==> config.mk <==
export PLATFORM = sky130hd
export DESIGN_NAME = mips_mc_sequencer
export DESIGN_NICKNAME = d
export VERILOG_FILES = /design/src/rtl/mips_mc_sequencer.sv
export SDC_FILE = /design/constraint.sdc
export NUM_CORES = 1
export LEC_CHECK = 0
export CORE_MARGIN = 3
export CORE_UTILIZATION = 44
export DETAILED_ROUTE_END_ITERATION = 8
export HOLD_SLACK_MARGIN = 0.15
export PLACE_DENSITY = 0.8
export SKIP_CTS_REPAIR_TIMING = 1
export SLEW_MARGIN = 25
export SYNTH_ARGS = -nofsm -noshare
export SYNTH_HDL_FRONTEND = slang
export SYNTH_SLANG_ARGS = --single-unit
==> constraint.sdc <==
create_clock -name clk -period 2.4 [get_ports clk]
set_clock_uncertainty 0.05 [all_clocks]
set_input_delay 0.72 -clock clk [delete_from_list [all_inputs] [get_ports clk]]
set_output_delay 0.72 -clock clk [all_outputs]
set_load 0.02 [all_outputs]
==> src/rtl/mips_mc_sequencer.sv <==
// Multi-cycle FETCH/LOAD/DECODE/EXEC/WAIT/WB sequencer for the custom MIPS core.
// Owns the PC, the IR and every ALU/regfile strobe; the shared ALU is driven via start/done.
module mips_mc_sequencer #(
  parameter int unsigned       DATA_W      = 32,
  parameter logic [DATA_W-1:0] PC_RESET    = '0,
  parameter logic [5:0]        J_OPCODE    = 6'b000010,
  parameter logic [5:0]        HALT_OPCODE = 6'b111111
) (
  input  logic              clk,
  input  logic              rst_n,
  output logic              imem_en,
  output logic [DATA_W-1:0] imem_addr,
  input  logic [31:0]       imem_rdata,
  output logic [4:0]        rf_raddr1,
  output logic [4:0]        rf_raddr2,
  input  logic [DATA_W-1:0] rf_rdata1,
  input  logic [DATA_W-1:0] rf_rdata2,
  output logic              rf_we,
  output logic [4:0]        rf_waddr,
  output logic [DATA_W-1:0] rf_wdata,
  output logic [3:0]        alu_ctrl,
  output logic [DATA_W-1:0] alu_din1,
  output logic [DATA_W-1:0] alu_din2,
  output logic              alu_start,
  input  logic              alu_done,
  input  logic [DATA_W-1:0] alu_dout,
  output logic [DATA_W-1:0] pc,
  output logic              illegal,
  output logic              halted
);

  typedef enum logic [2:0] {
    S_FETCH, S_LOAD, S_DECODE, S_EXEC, S_WAIT, S_WB, S_HALT
  } state_t;

  typedef enum logic [2:0] {
    K_ALU, K_BRANCH, K_JUMP, K_HALT, K_ILLEGAL
  } kind_t;

  state_t            r_state, w_next;
  logic [DATA_W-1:0] r_pc;
  logic [31:0]       r_ir;
  logic [3:0]        r_alu_ctrl;
  logic [DATA_W-1:0] r_din1, r_din2, r_result;
  logic              r_illegal, r_is_branch, r_invert;

  kind_t             w_kind;
  logic [3:0]        w_ctrl;
  logic [DATA_W-1:0] w_din2;
  logic              w_invert;
  logic [5:0]        w_opcode;
  logic [DATA_W-1:0] w_imm, w_pc_inc;
  logic              w_taken;

  assign w_opcode = r_ir[31:26];
  assign w_imm    = DATA_W'(r_ir[15:0]);
  assign w_pc_inc = r_pc + DATA_W'(4);
  assign w_taken  = r_result[0] ^ r_invert;

  always_comb begin
    // NOTE: every decode output is defaulted first so no path can infer a latch.
    w_kind   = K_ILLEGAL;
    w_ctrl   = '0;
    w_din2   = rf_rdata2;
    w_invert = 1'b0;
    if (w_opcode == J_OPCODE) begin
      w_kind = K_JUMP;
    end else if (w_opcode == HALT_OPCODE) begin
      w_kind = K_HALT;
    end else if (w_opcode == 6'b000000) begin
      w_ctrl = r_ir[3:0];
      casez (r_ir[3:0])
        4'b00??, 4'b10??, 4'b010?: w_kind = K_ALU;
        4'b111?: begin
          w_kind = K_ALU;
          w_din2 = DATA_W'(r_ir[10:7]);
        end
        default: w_kind = K_ILLEGAL;
      endcase
    end else if (w_opcode[5:4] == 2'b01) begin
      w_ctrl = w_opcode[3:0];
      w_din2 = w_imm;
      casez (w_opcode[3:0])
        4'b011?, 4'b110?: w_kind = K_ILLEGAL;
        default:          w_kind = K_ALU;
      endcase
    end else if (w_opcode[5:3] == 3'b001) begin
      // Inverted branches reuse the positive compare and flip the ALU's bit 0.
      w_kind = K_BRANCH;
      case (w_opcode[2:0])
        3'b000: w_ctrl = 4'b0110;
        3'b001: begin w_ctrl = 4'b0110; w_invert = 1'b1; end
        3'b010: begin w_ctrl = 4'b0110; w_din2 = '0; end
        3'b011: begin w_ctrl = 4'b0110; w_din2 = '0; w_invert = 1'b1; end
        3'b100: w_ctrl = 4'b0100;
        3'b101: w_ctrl = 4'b0101;
        3'b110: begin w_ctrl = 4'b0100; w_din2 = '0; w_invert = 1'b1; end
        3'b111: begin w_ctrl = 4'b0101; w_din2 = '0; w_invert = 1'b1; end
      endcase
    end
  end

  always_comb begin
    w_next = r_state;
    case (r_state)
      S_FETCH:  w_next = S_LOAD;
      S_LOAD:   w_next = S_DECODE;
      S_DECODE: begin
        case (w_kind)
          K_ALU, K_BRANCH: w_next = S_EXEC;
          K_HALT:          w_next = S_HALT;
          default:         w_next = S_FETCH;
        endcase
      end
      S_EXEC:   w_next = S_WAIT;
      S_WAIT:   if (alu_done) w_next = S_WB;
      S_WB:     w_next = S_FETCH;
      S_HALT:   w_next = S_HALT;
      default:  w_next = S_FETCH;
    endcase
  end

  always_ff @(posedge clk or negedge rst_n) begin
    if (!rst_n) r_state <= S_FETCH;
    else        r_state <= w_next;
  end

  always_ff @(posedge clk or negedge rst_n) begin
    // NOTE: non-blocking assignments so every register samples pre-edge values.
    if (!rst_n) begin
      r_pc        <= PC_RESET;
      r_ir        <= '0;
      r_alu_ctrl  <= '0;
      r_din1      <= '0;
      r_din2      <= '0;
      r_result    <= '0;
      r_illegal   <= 1'b0;
      r_is_branch <= 1'b0;
      r_invert    <= 1'b0;
    end else begin
      case (r_state)
        S_LOAD: r_ir <= imem_rdata;
        S_DECODE: begin
          case (w_kind)
            K_ALU, K_BRANCH: begin
              r_alu_ctrl  <= w_ctrl;
              r_din1      <= rf_rdata1;
              r_din2      <= w_din2;
              r_is_branch <= (w_kind == K_BRANCH);
              r_invert    <= w_invert;
            end
            K_JUMP: r_pc <= DATA_W'(r_ir[25:0]);
            K_ILLEGAL: begin
              r_illegal <= 1'b1;
              r_pc      <= w_pc_inc;
            end
            default: ;
          endcase
        end
        S_WAIT: if (alu_done) r_result <= alu_dout;
        S_WB:   r_pc <= (r_is_branch && w_taken) ? w_imm : w_pc_inc;
        default: ;
      endcase
    end
  end

  // imem_en is gated by rst_n because the reset state is FETCH itself.
  assign imem_en   = (r_state == S_FETCH) && rst_n;
  assign imem_addr = r_pc;
  assign rf_raddr1 = r_ir[20:16];
  assign rf_raddr2 = r_ir[15:11];
  assign rf_we     = (r_state == S_WB) && !r_is_branch;
  assign rf_waddr  = r_ir[25:21];
  assign rf_wdata  = r_result;
  assign alu_ctrl  = r_alu_ctrl;
  assign alu_din1  = r_din1;
  assign alu_din2  = r_din2;
  assign alu_start = (r_state == S_EXEC);
  assign pc        = r_pc;
  assign illegal   = r_illegal;
  assign halted    = (r_state == S_HALT);

endmodule

# Word-level counts from Yosys, hierarchy flattened
# Index checks and enable logic that the tools add are counted.
dict set report classes {
  n_addsub 1
  n_eq_ne 28
  muxes 32
  n_bitwise 1
  reduce_logical 22
}
# op count
set ops {}
lappend ops {{two-way mux 32 bit} 8}
lappend ops {{case mux 32 bit (2 select lines)} 2}
lappend ops {{adder 32 x 3 -> 32 bit, second input constant} 1}
lappend ops {{equality test 3 bit, second input constant} 10}
lappend ops {{equality test 3 x 2 -> 1 bit, second input constant} 8}
lappend ops {{two-way mux 3 bit} 8}
lappend ops {{two-way mux 4 bit} 5}
lappend ops {{case mux 3 bit (6 select lines)} 1}
lappend ops {{OR reduction 4 bit} 4}
lappend ops {{equality test 3 x 1 -> 1 bit, second input constant} 4}
lappend ops {{case mux 4 bit (3 select lines)} 1}
lappend ops {{zero test 3 bit} 3}
lappend ops {{AND reduction 2 bit} 4}
lappend ops {{OR reduction 2 bit} 4}
lappend ops {{equality test 6 x 2 -> 1 bit, second input constant} 1}
lappend ops {{equality test 6 bit, second input constant} 1}
lappend ops {{zero test 6 bit} 1}
lappend ops {{two-way mux 1 bit} 6}
lappend ops {{case mux 3 bit (2 select lines)} 1}
lappend ops {{logical AND 1 bit} 3}
lappend ops {{inequality test 3 x 1 -> 1 bit, second input constant} 1}
lappend ops {{equality test 2 x 1 -> 1 bit, second input constant} 1}
lappend ops {{equality test 2 bit, second input constant} 1}
lappend ops {{zero test 2 bit} 1}
lappend ops {{4 further kinds} 4}
dict set report totals {
  reg_bits 170
  out_inout_bits 184
  wordCells 94
}

# Longest topological paths before layout
# Gate-level depths: netlist of the first run.
dict set report depth {
  ltp_word 11
  mapped_depth 11
  ltp_nobuf 8
}

# Least setup slack after synthesis of the first run
# No wires, ideal clock.
dict set report synth_timing {
  path_kind {input to output}
  from {input rst_n}
  to {output imem_en}
  t_arrival_ns 1.434
  required_ns 1.630
  path_slack_ns 0.196
  stages 1
  cell_sequence {nor4b_1}
}
dict set report synth_between {
  elab_chain_cells 1
}
# element line
set synth_lines {}
lappend synth_lines {{from (decl)} 10} ;# input logic rst_n,
lappend synth_lines {{logical AND 1 bit} 168} ;# assign imem_en = (r_state == S_FETCH) && rst_n;
lappend synth_lines {{to (decl)} 11} ;# output logic imem_en,
# No other way between the ends.

# Final worst setup path of the first run
dict set report layout_timing {
  from {register r_pc[27] (netlist: imem_addr[27])}
  to {output pc[27]}
}
# element line
set layout_rtl {}
lappend layout_rtl {{from (decl)} 41} ;# logic [DATA_W-1:0] r_pc;
lappend layout_rtl {{from (signal assigned)} 152} ;# K_JUMP: r_pc <= DATA_W'(r_ir[25:0]);
lappend layout_rtl {{from (signal assigned)} 155} ;# r_pc <= w_pc_inc;
lappend layout_rtl {{from (signal assigned)} 161} ;# S_WB: r_pc <= (r_is_branch && w_taken) ? w_imm : w_pc_inc;
lappend layout_rtl {{to (decl)} 27} ;# output logic [DATA_W-1:0] pc,
# No word-level cell between the ends.

==> flow_summary.yaml, run 1 <==
run_status:
  status: "finished clean"
clock_network:
  h-tree-depth: 4
  worstSkewPairLatency_ps: 430
  cts_buffers: 17
  path_clk_slew_ps: 70
  cts_root_buffer: "clkbuf_16"
  cts.sink_count: 170
  cts_buffer_depth: 2
  cts_tree: "done"
layout:
  final_cells: 1245
  drive_above_1_share_pct: 19.63
  area_delta_synth_final_pct: 47.13
  final_common_cell: "clkdlybuf4s50_1"
  layout.nets: 1134
  fin_area_sq_um: 11960
  final_cell_mix: "clkdlybuf4s50_1 (302), dfrtp_1 (168), nand2_1 (85)"
power:
  p_leak_nw: 5.265
  ir_drop_uv: 769.7
  powerDensity_nw_per_um2: 1463
  total_power_w: 0.01750
worst_setup_path:
  worstSetupEndpointType: "output port"
  reg2regPathDepth: 9
  reg2reg_to: "imem_addr[9]"
  path_cells: "clkdlybuf4s50_1"
  crit_type: "reg -> out"
  critical_path.max_fanout: 9
  slowest_delay_ps: 660
  critPathLaunchType: "flip-flop"
  critPathArrivalTime_ps: 1580
  cp_num_buf_inv: 1
  crit_required_ps: 1630
  critPathTopFamily: "buffers and inverters"
  slowest_stage: "clkdlybuf4s50_1"
  r2r_start: "r_ir[29]"
  reg2reg_slack_ps: 130
logic_synthesis:
  ys_async_sr_fraction_pct: 100.0
  ys_seq_elements: 170
  yosysUniqueCellTypes: 66
  synth_flop_cell: "dfrtp_1"
  ys_warn_count: 0
  synthesis.nets: 848
  synth_edf_count: 0
  avgSynthCellArea_sq_um: 11.35
  synth_area_sq_um: 8129
  synth_seq_area_share_pct: 52.33
  synthCells: 716
place:
  place_area_sq_um: 11350
  dp_hpwl_um: 17260
  place.gp.congestion: 0.8463
  port_buffers: 314
  place_inst: 1211
sta:
  report.final.setup_viol: 0
  relSlewSlack_pct: 48.28
  rsz0062_at_grt: "no"
  fin_crit_ps: 2353
  holdWs_ps: 405.3
  worstMarginPinSlew_ps: 775.8
  hold_viol_final: 0
  drv_slew: 0
  post-route-period-util_pct: 98.06
  max_freq_mhz: 424.9
floorplanning:
  initial_core_util_pct: 44.95
  die_w_um: 141.9
  rows: 49
  die_area_sq_um: 20140
  die_h_um: 141.9
  fp.coreArea_sq_um: 18090
  num_io_pins: 315
drt:
  wl_per_cell_um: 18.48
  postRouteAntennaNets: 0
  detail_route.vias_per_cell: 5.269
  detail_route.drc_violations: 0
  dr.pass1.iters: 4
  wirelength_um: 23010
  drtIter0Drc: 295
  vias: 6560
global_routing:
  antenna_found_initial: 2
  grt_max_degree: 62
  grt_pass1_wl_um: 36070
  grt_usage_pct: 22.66
  overflow: 0
  grt_pass1_vias: 6708
run:
  drv_cap: 0
worst_hold_path:
  hold_path_class: "in -> async"
sequential cells by signal (all words and copies together) (netlist names):
| name | flops |
|---|---|
| r_ir | 32 |
| alu_din1 | 32 |
| r_state | 3 |
| alu_din2 | 32 |
| illegal | 1 |
| r_is_branch | 1 |
| rf_wdata | 32 |
| alu_ctrl | 4 |
| r_invert | 1 |
| imem_addr | 32 |
kinds of logic (layout without fill, tap and decap cells):
family	Yosys count	after routing	share of synthesized area, %
AOI/OAI and AO/OA	153	153	11.68
adders and majority gates	1	1	0.1539
DFF	170	170	52.33
other	0	2	0
muxes	103	103	15.67
buffers and inverters	98	396	8.004
and+or+nand+nor	189	189	11.94
xor gates and xnor gates	2	2	0.2155
cells in the mapped netlist (all sizes together) (4+ instances only):
cell type | number | area [sq um]
mux2 | 98 | 1224
a31oi | 10 | 77.57
and3b | 4 | 35.03
nor2b | 4 | 25.02
nor4b | 4 | 65.07
nand2 | 86 | 330.3
inv | 5 | 18.77
a222oi | 4 | 40.04
a21oi | 33 | 165.2
dfrtp | 170 | 4254
and3 | 8 | 51.30
o22ai | 4 | 25.02
clkbuf | 15 | 57.55
nand3 | 18 | 90.09
nor2 | 28 | 107.6
nand2b | 4 | 32.53
buf | 78 | 574.3
a22oi | 13 | 97.59
nand4 | 5 | 31.28
nor3b | 6 | 50.05
nor3 | 11 | 71.32
o21ai | 66 | 330.3
mux2i | 5 | 50.05
where the power goes:
group / internal (W) / switching (W) / total, W
logic: 0.00481 / 0.00474 / 0.00956
registers: 0.00423 / 0.00110 / 0.00533
clock network: 0.00143 / 0.00118 / 0.00261
total: 0.0105 / 0.00702 / 0.0175
worst max-delay path by stage:
| stage | startpoint | endpoint | cells after the start |
|---|---|---|---|
| after floorplan | rst_n | imem_en | 1 |
| after global placement | rst_n | imem_en | 3 |
| after detailed placement | rst_n | imem_en | 3 |
| after CTS | r_state[0] | imem_en | 2 |
| after global routing | imem_addr[5] | imem_addr[5] | 1 |
| final | imem_addr[27] | pc[27] | 1 |
layer usage:
| layer | share of wire [%] | vias up | global-route usage (%) | routed length, um |
|---|---|---|---|---|
| li1 | - | 3080 | - | - |
| met1 | 42 | 3203 | 28.91 | 9636 |
| met2 | 49 | 257 | 38.14 | 11340 |
| met3 | 7.6 | 20 | 6.572 | 1739 |
| met4 | 1.3 | 0 | 5.758 | 293 |
| met5 | 0 | - | 0 | 0 |
final cells by class:
| class | count | area (sq um) |
|---|---|---|
| Tap cell | 229 | 286.5 |
| Fill cell | 1395 | 6126 |
| Multi-Input combinational cell | 448 | 3263 |
| Timing Repair Buffer | 360 | 3582 |
| Antenna cell | 2 | 5.005 |
| Sequential cell | 170 | 4257 |
| Clock inverter | 13 | 118.9 |
| Clock buffer | 18 | 429.2 |
| Inverter | 5 | 18.77 |
metrics by stage:
step	setup slack (ps)	util [%]	TNS (ps)
after global placement	-70.56	62.77	-70.56
after CTS	-262.8	65.80	-951.8
after global routing	1.826	66.13	0
final	46.63	66.13	0
after floorplan	195.5	-	0
after detailed placement	-71.91	62.77	-73.40
Note: power is estimated with default switching activity, not from simulation.
==> run 2: changes to the inputs <==
SKIP_CTS_REPAIR_TIMING = default   (was 1)
==> run 2 against run 1 <==
Clock power barely moved; combinational power barely moved; register-to-register slack barely moved; fmax barely moved; worst hold slack got worse by 1.2 ps; flip-flop and latch count did not move; power barely moved; highest routed layer unchanged.
==> flow_summary.yaml, run 2 (synthesis results as in run 1) <==
place:
  dp_hpwl_um: 17260
  port_buffers: 314
  place_area_sq_um: 11350
  place.gp.congestion: 0.8463
sta:
  worstMarginPinSlew_ps: 765.4
  rsz0062_at_grt: "no"
  max_freq_mhz: 425.1
  drv_slew: 0
  holdWs_ps: 404.0
  fin_crit_ps: 2352
  hold_viol_final: 0
  post-route-period-util_pct: 98.01
  relSlewSlack_pct: 48.97
  report.final.setup_viol: 0
run:
  drv_cap: 0
worst_setup_path:
  r2r_start: "r_ir[29]"
  crit_type: "reg -> out"
  critPathLaunchType: "flip-flop"
  critical_path.max_fanout: 9
  cp-startpoint: "imem_addr[27]"
  slowest_stage: "clkdlybuf4s50_1"
  slowest_delay_ps: 660
  critPathArrivalTime_ps: 1580
  worstSetupEndpointType: "output port"
  path_cells: "clkdlybuf4s50_1"
  cp_num_buf_inv: 1
  critPathTopFamily: "buffers and inverters"
  crit_required_ps: 1630
clock_network:
  cts.sink_count: 170
  cts_buffer_depth: 2
  cts_tree: "done"
  path_clk_slew_ps: 70
  cts_hold_buf: 0
  cts_buffers: 17
  cts_root_buffer: "clkbuf_16"
  h-tree-depth: 4
  worstSkewPairLatency_ps: 430
layout:
  final_util_pct: 66.02
  area_delta_synth_final_pct: 46.88
  final_cell_mix: "clkdlybuf4s50_1 (302), dfrtp_1 (168), nand2_1 (85)"
  seqCellArea_sq_um: 4257
  n_fill_cell: 1399
  final_common_cell: "clkdlybuf4s50_1"
  drive_above_1_share_pct: 19.72
  multiInputGateArea_sq_um: 3266
  layout.nets: 1134
  fin_area_sq_um: 11940
drt:
  wl_per_cell_um: 18.47
  postRouteAntennaNets: 0
  detail_route.drc_violations: 0
  vias: 6577
  wirelength_um: 22990
  detail_route.vias_per_cell: 5.283
  dr.pass1.iters: 5
  drtIter0Drc: 292
global_routing:
  grt_max_degree: 62
  antenna_found_initial: 2
  grt_pass1_vias: 6711
  overflow: 0
  grt_usage_pct: 22.65
  grt_pass1_wl_um: 36070
power:
  ir_drop_uv: 770.3
  p_leak_nw: 5.201
  powerDensity_nw_per_um2: 1465
run_status:
  status: "finished clean"
floorplanning:
  initial_core_util_pct: 44.95
  num_io_pins: 315
  rows: 49
  die_h_um: 141.9
  fp.coreArea_sq_um: 18090
  die_w_um: 141.9
  die_area_sq_um: 20140
worst_hold_path:
  hold_path_class: "in -> async"
==> run 2: cell types whose count changed in the layout (fill, tap and decap cells not counted), sizes merged <==
cell | before | now
dlymetal6s2s | 11 | 6
clkbuf | 19 | 20
dlygate4sd2 | 0 | 4
==> run 2: power breakdown <==
group / switching, W / internal (W) / total [W]
Combinational: 0.00475 / 0.00480 / 0.00954
Clock: 0.00118 / 0.00143 / 0.00261
Sequential: 0.00110 / 0.00423 / 0.00533
Total: 0.00703 / 0.0105 / 0.0175
==> run 2: final timing paths <==
kind	to	slack [ps]	cells after the start
hold reg to reg	illegal	420	1
setup reg to reg	imem_addr[9]	130	9
max in group asynchronous	alu_din1[26]	670	3
setup / recovery	pc[27]	50	1
hold / removal	rf_wdata[16]	400	2
min in group clk	illegal	420	1
==> run 2: area by class of cell <==
class	instances	area share, %
Inverter	5	0.1572
Tap cell	229	2.400
Timing Repair Buffer	360	29.81
Multi-Input combinational cell	448	27.35
Clock inverter	13	0.9955
Sequential cell	170	35.65
Antenna cell	2	0.04192
Clock buffer	18	3.594
==> run 2: timing repair <==
item	in CTS	in global routing
cloned	0	0
hold endpoints to repair	0	0
setup endpoints to repair	11	76
setup buffers	0	1
resized for setup	7	15
pin swaps	0	1
==> run 2: through the flow <==
step           TNS (ps)  cells  setup WS (ps)  power [W]
3_5_place_dp     -73.40   1211         -71.91    0.01498
4_1_cts               0   1242          9.006    0.01766
2_1_floorplan         0    716          195.5    0.01103
5_1_grt               0   1245          1.826    0.01856
3_3_place_gp     -70.56   1211         -70.56    0.01477
6_report              0   1245          47.86    0.01749
==> run 2: metal layers <==
| metal | track usage, % | share of wire [%] | vias to the layer above |
|---|---|---|---|
| met5 | 0 | 0 | - |
| met4 | 5.758 | 0.97 | 0 |
| met1 | 28.98 | 42 | 3234 |
| met2 | 38.04 | 49 | 248 |
| li1 | - | - | 3080 |
| met3 | 6.572 | 7.4 | 15 |
